### config.mk
export PLATFORM = sky130hd
export DESIGN_NAME = noc_packetizer_flat
export DESIGN_NICKNAME = d
export VERILOG_FILES = /design/src/rtl/noc_packetizer_pkg.sv /design/src/rtl/noc_packetizer_if.sv /design/src/rtl/noc_out_reg.sv /design/src/rtl/noc_packetizer.sv /design/src/flat_wrapper.sv
export SDC_FILE = /design/constraint.sdc
export NUM_CORES = 1
export LEC_CHECK = 0
export ABC_AREA = 1
export BUFFER_PORTS_ARGS = -buffer_cell sky130_fd_sc_hd__buf_2
export CAP_MARGIN = 10
export CORE_MARGIN = 4
export CORE_UTILIZATION = 40
export DETAILED_ROUTE_END_ITERATION = 10
export GPL_TIMING_DRIVEN = 0
export PLACE_DENSITY = 0.66
export SYNTH_ARGS = -nofsm -noshare
export SYNTH_HDL_FRONTEND = slang
export SYNTH_HIERARCHICAL = 1
export SYNTH_SLANG_ARGS = --single-unit
### constraint.sdc
create_clock -name clk -period 3.4 [get_ports clk]
set_clock_uncertainty 0.15 [all_clocks]
set_input_delay 0.34 -clock clk [delete_from_list [all_inputs] [get_ports clk]]
set_output_delay 0.34 -clock clk [all_outputs]
set_load 0.01 [all_outputs]
### src/rtl/noc_packetizer_pkg.sv
// Purpose : shared NoC types (address, header, flit) plus the packetizer state encoding.
// Latency : n/a (types and constants only).
// Backpressure: n/a.
package noc_packetizer_pkg;

  localparam int ADDR_W         = 4;
  localparam int FLIT_PAYLOAD_W = 32;

  typedef struct packed {
    logic [ADDR_W-1:0] x;
    logic [ADDR_W-1:0] y;
  } addr_t;

  // Header payload layout; zero-extended into the flit payload field.
  typedef struct packed {
    addr_t dst_addr;
    addr_t src_addr;
  } flit_hdr_t;

  typedef enum logic [1:0] {
    HEADER = 2'd0,
    BODY   = 2'd1,
    TAIL   = 2'd2
  } flit_type_t;

  typedef struct packed {
    flit_type_t                ftype;
    logic [FLIT_PAYLOAD_W-1:0] payload;
  } flit_t;

  typedef enum logic [1:0] {
    IDLE,
    PAYLOAD,
    ZTAIL,
    DRAIN
  } pkt_state_t;

endpackage

### src/rtl/noc_packetizer_if.sv
// Purpose : command, payload and router-side flit signals of the packetizer.
// Latency : n/a (wiring only).
// Backpressure: cmd/data use valid/ready; flit side uses enable/ack.
// Modports: master = packetizer (drives cmd_ready, data_ready, flit, enable, busy);
//           slave  = client plus router (drives cmd_*, data*, ack).
interface noc_packetizer_if #(
  parameter int MAX_LEN = 16
);
  import noc_packetizer_pkg::*;

  localparam int LEN_W = $clog2(MAX_LEN + 1);

  logic                      cmd_valid;
  logic                      cmd_ready;
  addr_t                     cmd_dst;
  logic [LEN_W-1:0]          cmd_len;
  logic                      data_valid;
  logic                      data_ready;
  logic [FLIT_PAYLOAD_W-1:0] data;
  flit_t                     flit;
  logic                      enable;
  logic                      ack;
  logic                      busy;

  modport master (
    input  cmd_valid, cmd_dst, cmd_len, data_valid, data, ack,
    output cmd_ready, data_ready, flit, enable, busy
  );

  modport slave (
    output cmd_valid, cmd_dst, cmd_len, data_valid, data, ack,
    input  cmd_ready, data_ready, flit, enable, busy
  );

endinterface

### src/rtl/noc_out_reg.sv
// Purpose : one-entry registered flit/enable holder in front of a router input port.
// Latency : 1 cycle from load to enable.
// Backpressure: accepts a new flit only when free (!enable || ack); holds flit/enable while stalled.
// Ports: load/load_flit (new flit request), ack (router accept), free (slot can take
//        a flit this cycle), flit/enable (registered outputs to the router).
module noc_out_reg (
  input  logic                     clk,
  input  logic                     rst,
  input  logic                     load,
  input  noc_packetizer_pkg::flit_t load_flit,
  input  logic                     ack,
  output logic                     free,
  output noc_packetizer_pkg::flit_t flit,
  output logic                     enable
);

  assign free = !enable || ack;

  always_ff @(posedge clk or posedge rst) begin
    if (rst) begin
      flit   <= '0;
      enable <= 1'b0;
    end else if (free) begin
      enable <= load;
      if (load) begin
        flit <= load_flit;
      end
    end
  end

endmodule

### src/rtl/noc_packetizer.sv
// Purpose : builds one wormhole packet (HEADER, BODY*, TAIL) per command from a payload stream.
// Latency : HEADER valid the cycle after command accept; then up to 1 flit/cycle.
// Backpressure: data_ready follows the output slot being free; enable/flit hold while ack is low.
// Ports: clk, rst (async, active-high); bus = noc_packetizer_if.master (cmd, data, flit, busy).
// Optional: NOC_PACKETIZER_STATS_EN adds stats_clr, pkt_cnt[31:0], flit_cnt[31:0].
module noc_packetizer #(
  parameter int X       = 1,
  parameter int Y       = 1,
  parameter int MAX_LEN = 16
) (
  input  logic        clk,
  input  logic        rst,
`ifdef NOC_PACKETIZER_STATS_EN
  input  logic        stats_clr,
  output logic [31:0] pkt_cnt,
  output logic [31:0] flit_cnt,
`endif
  noc_packetizer_if.master bus
);
  import noc_packetizer_pkg::*;

  localparam int               LEN_W     = $clog2(MAX_LEN + 1);
  localparam logic [LEN_W-1:0] MAX_LEN_L = LEN_W'(MAX_LEN);
  localparam addr_t            SELF      = '{x: ADDR_W'(X), y: ADDR_W'(Y)};

  pkt_state_t       state_q, state_d;
  logic [LEN_W-1:0] rem_q, rem_d;
  logic [LEN_W-1:0] len_c;
  logic             load;
  flit_t            load_flit;
  logic             free;
  logic             cmd_rdy;
  logic             data_rdy;
  flit_hdr_t        hdr;

  noc_out_reg u_out_reg (
    .clk      (clk),
    .rst      (rst),
    .load     (load),
    .load_flit(load_flit),
    .ack      (bus.ack),
    .free     (free),
    .flit     (bus.flit),
    .enable   (bus.enable)
  );

  always_ff @(posedge clk or posedge rst) begin
    if (rst) begin
      state_q <= IDLE;
      rem_q   <= '0;
    end else begin
      state_q <= state_d;
      rem_q   <= rem_d;
    end
  end

  always_comb begin
    state_d      = state_q;
    rem_d        = rem_q;
    load         = 1'b0;
    load_flit    = '0;
    cmd_rdy      = 1'b0;
    data_rdy     = 1'b0;
    len_c        = (bus.cmd_len > MAX_LEN_L) ? MAX_LEN_L : bus.cmd_len;
    hdr.dst_addr = bus.cmd_dst;
    hdr.src_addr = SELF;

    case (state_q)
      // Output slot is always empty here: DRAIN only leaves after the TAIL ack.
      IDLE: begin
        cmd_rdy = 1'b1;
        if (bus.cmd_valid) begin
          load                                   = 1'b1;
          load_flit.ftype                        = HEADER;
          load_flit.payload[$bits(flit_hdr_t)-1:0] = hdr;
          rem_d                                  = len_c;
          state_d = (len_c != '0) ? PAYLOAD : ZTAIL;
        end
      end
      PAYLOAD: begin
        data_rdy = free;
        if (bus.data_valid && free) begin
          load              = 1'b1;
          load_flit.ftype   = (rem_q > LEN_W'(1)) ? BODY : TAIL;
          load_flit.payload = bus.data;
          rem_d             = rem_q - LEN_W'(1);
          if (rem_q == LEN_W'(1)) begin
            state_d = DRAIN;
          end
        end
      end
      // Zero-length message still needs a TAIL to close the wormhole.
      ZTAIL: begin
        if (free) begin
          load            = 1'b1;
          load_flit.ftype = TAIL;
          state_d         = DRAIN;
        end
      end
      DRAIN: begin
        if (bus.enable && bus.ack) begin
          state_d = IDLE;
        end
      end
      default: state_d = IDLE;
    endcase
  end

  // Gated by rst so the handshake outputs read 0 while reset is held.
  assign bus.cmd_ready  = cmd_rdy && !rst;
  assign bus.data_ready = data_rdy && !rst;
  assign bus.busy       = (state_q != IDLE);

`ifdef NOC_PACKETIZER_STATS_EN
  logic xfer;
  assign xfer = bus.enable && bus.ack;

  always_ff @(posedge clk or posedge rst) begin
    if (rst) begin
      pkt_cnt  <= '0;
      flit_cnt <= '0;
    end else if (stats_clr) begin
      pkt_cnt  <= '0;
      flit_cnt <= '0;
    end else begin
      if (xfer) begin
        flit_cnt <= flit_cnt + 32'd1;
      end
      if (xfer && bus.flit.ftype == TAIL) begin
        pkt_cnt <= pkt_cnt + 32'd1;
      end
    end
  end
`endif

  a_len_range: assert property (@(posedge clk) disable iff (rst)
    (bus.cmd_valid && bus.cmd_ready) |-> (bus.cmd_len <= MAX_LEN_L));

  a_dst_not_self: assert property (@(posedge clk) disable iff (rst)
    (bus.cmd_valid && bus.cmd_ready) |-> (bus.cmd_dst != SELF));

endmodule

### src/flat_wrapper.sv
// flat-port wrapper written by rule: the top's interface ports become plain ports
module noc_packetizer_flat import noc_packetizer_pkg::*;
#(
  parameter int X       = 1,
  parameter int Y       = 1,
  parameter int MAX_LEN = 16
)
  (clk, rst, bus_cmd_valid, bus_cmd_dst, bus_cmd_len, bus_data_valid, bus_data, bus_ack, bus_cmd_ready, bus_data_ready, bus_flit, bus_enable, bus_busy);
  noc_packetizer_if #(.MAX_LEN(MAX_LEN)) bus_i ();
  input  logic clk;
  input  logic rst;
  input wire logic [$bits(bus_i.cmd_valid)-1:0] bus_cmd_valid;
  input wire logic [$bits(bus_i.cmd_dst)-1:0] bus_cmd_dst;
  input wire logic [$bits(bus_i.cmd_len)-1:0] bus_cmd_len;
  input wire logic [$bits(bus_i.data_valid)-1:0] bus_data_valid;
  input wire logic [$bits(bus_i.data)-1:0] bus_data;
  input wire logic [$bits(bus_i.ack)-1:0] bus_ack;
  output wire logic [$bits(bus_i.cmd_ready)-1:0] bus_cmd_ready;
  output wire logic [$bits(bus_i.data_ready)-1:0] bus_data_ready;
  output wire logic [$bits(bus_i.flit)-1:0] bus_flit;
  output wire logic [$bits(bus_i.enable)-1:0] bus_enable;
  output wire logic [$bits(bus_i.busy)-1:0] bus_busy;
  assign bus_i.cmd_valid = bus_cmd_valid;
  assign bus_i.cmd_dst = bus_cmd_dst;
  assign bus_i.cmd_len = bus_cmd_len;
  assign bus_i.data_valid = bus_data_valid;
  assign bus_i.data = bus_data;
  assign bus_i.ack = bus_ack;
  assign bus_cmd_ready = bus_i.cmd_ready;
  assign bus_data_ready = bus_i.data_ready;
  assign bus_flit = bus_i.flit;
  assign bus_enable = bus_i.enable;
  assign bus_busy = bus_i.busy;
  noc_packetizer #(.X(X), .Y(Y), .MAX_LEN(MAX_LEN)) u_core (.clk(clk), .rst(rst), .bus(bus_i));
endmodule
==> impl_metrics.tcl <==
set metrics [dict create \
    outcome "complete, no violations" \
    hpwl_microns 4790 \
    htreeDepth 2 \
    postSynth.topFlopCell "dfrtp_1" \
    postSynthAreaPerCell_sq_um 7.39 \
    grt_first_pass_wirelength_microns 10200 \
    grt_pass1_vias 2214 \
    p_total_mw 2.64 \
    synth_simple_gate_area_share_pct 35.9 \
    yosysSeqAreaShare_pct 42.4 \
    areaGrowthSynthToFinish_pct 25.9 \
    root_buffer "clkbuf_8" \
    synth_fa_ha_area_share_pct 4.04 \
    drt_iter0_markers 84 \
    arrival_ns 2.28 \
    multi_input_area_sq_um 1110 \
    final_common_cell "nand2_1" \
    finalSetupViolCount 0 \
    grt.overflow.total 0 \
    drive_above_1_share_pct 30.2 \
    cts.clk_slew.worst_paths_ns 0.08 \
    synth_cells 335 \
    synth_top_family_by_area "simple AND/OR/NAND/NOR gates" \
    maxSlewViolCount 0 \
    io_buffers 86 \
    antenna_left 0 \
    fin_util_pct 52.3 \
    hold_ws_ns 0.217 \
    r2r_cells 10 \
    place.gp.congestion 0.833 \
    p_leak_nw 1.94 \
    yosysUniqueCellTypes 28 \
    synthArstFlopShare_pct 100 \
    synth_xor_area_share_pct 0.354 \
    via_per_inst 4.70 \
    ir_drop_uv 412 \
    finalWorstSetupSlack_ns 1.20 \
    die-area_sq_um 7510 \
    clock_path_buffers 2 \
    required_ns 3.48 \
    ys_seq_elements 42 \
    coreArea_sq_um 5960 \
    crit_type "reg2reg" \
    cts_setup_buffers 0 \
    clk_latency_ns 0.29 \
    hold_viol 0 \
    hold_path.class "in2reg" \
    synth_fp_nets 393 \
    num_rows 28 \
    regArea_sq_um 1050 \
    finalCritPeriodShare_pct 64.8 \
    cts_tree "done" \
    synth_compound_area_share_pct 4.65 \
    die_x_microns 86.7 \
    wire_per_inst_microns 12.3 \
    n_antenna_cell 0 \
    rsz0062_at_grt "no" \
    hold_buffers 1 \
    place_ws_ns 1.20 \
    setup-tns-final_ns 0 \
    worstPathMaxFanout 10 \
    fillers 632 \
    cts_buffers 5 \
    max_cap_violations 0 \
    worstMarginPinSlew_ns 0.748 \
    nets 487 \
    cellPowerDensity_nw_per_um2 847 \
    ctsResizeCount 0 \
    wl_microns 6200 \
    synth_edf_count 0 \
    antenna_found_initial 0 \
    yosysWarningCount 6 \
    final_cell_mix "nand2_1, buf_2, inv_1, nand3_1, dfrtp_1" \
    slew_headroom_pct 50.1 \
    die_y_microns 86.7 \
    worstSetupEndpointType "flop" \
    synth_area_sq_um 2480 \
    grt_usage_pct 17.1 \
    hold_depth 5 \
    layout_min_cycle_time_ns 2.20 \
    reg2reg_slack_ns 1.20 \
    clkSinkCount 42 \
    synthMuxAreaShare_pct 0 \
    dr.pass1.iters 4 \
    fmax_mhz 454 \
    start_kind "flop" \
    io_pins 88 \
    start_util_pct 41.6 \
    drc 0 \
    grt_start_max_net_pins 36 \
    vias 2375 \
]
## cells in the mapped netlist, types with 2 or more instances
cell type  count  share of area [%]
nand2_1      100                 15
nand3_1       46                9.3
o21ai_1        4               0.81
nand2_4        2               0.91
buf_6          4                1.8
nor2_1        31                4.7
nand2_2        7                1.8
buf_4          4                1.2
buf_2          8                1.6
nand3_4        2                1.4
ha_1           8                4.0
o21ai_0       13                2.6
dfrtp_1       42                 42
inv_2          4               0.61
inv_1         47                7.1
## area by class of cell
cell class                      count  area share (%)
Multi-Input combinational cell    225            35.7
Sequential cell                    42            33.7
Timing Repair Buffer               87            14.1
Inverter                           52            6.30
Buffer                             16            3.69
Tap cell                           75            3.01
Clock buffer                        7            2.45
Clock inverter                      1           0.963
## cell families (layout without fill, tap and decap cells)
logic type      count (synthesis)  in the layout
simple gates                  195            195
fa+ha+maj                       8              8
xor+xnor                        1              1
flops                          42             42
buf+inv                        68            163
compound gates                 21             21
## worst max-delay path: stages, from the launching register on
cell	delay, ns
dfrtp_1	0.45
inv_1	0.12
ha_1	0.14
buf_4	0.17
nand3_4	0.12
buf_2	0.22
a31oi_1	0.15
buf_4	0.19
buf_2	0.23
nand3_1	0.11
nand2_1	0.08
## stage by stage
step	std cells	cell area, sq um
after detailed placement	496	3000
final	505	3120
after global routing	505	3120
after floorplan	335	2480
after CTS	505	3120
after global placement	496	3000
## power by group
group,switching (mW),leakage [nW],internal (mW)
Sequential,0.139,0.561,0.709
Combinational,0.873,1.33,0.534
Clock,0.167,0.0524,0.220
Total,1.18,1.94,1.46
## layer usage
layer  wire length, microns  share of wire, %  vias to the layer above  global-route usage, %
li1                       -                 -                     1219                      -
met1                   2660                43                     1082                   22.3
met2                   3040                49                       68                   29.0
met3                    442               7.1                        6                   3.61
met4                     57              0.92                        0                   4.25
met5                      0                 0                        -                      0
## flip-flops by register name, summed over array words and instances, names as in the netlist
register                 flops
u_core/rem_q                 5
u_core/state_q               2
u_core/u_out_reg/enable      1
u_core/u_out_reg/flit       34
## worst paths after layout
path,from,to
setup / recovery,u_core/state_q[1],u_core/u_out_reg/flit[18]
hold / removal,bus_data[22],u_core/u_out_reg/flit[22]
setup reg to reg,u_core/state_q[1],u_core/u_out_reg/flit[18]
hold reg to reg,u_core/u_out_reg/flit[2],u_core/u_out_reg/flit[2]
max in group asynchronous,rst,u_core/u_out_reg/flit[10]
min in group asynchronous,rst,u_core/rem_q[0]
Power figures use the tool's default switching activity.
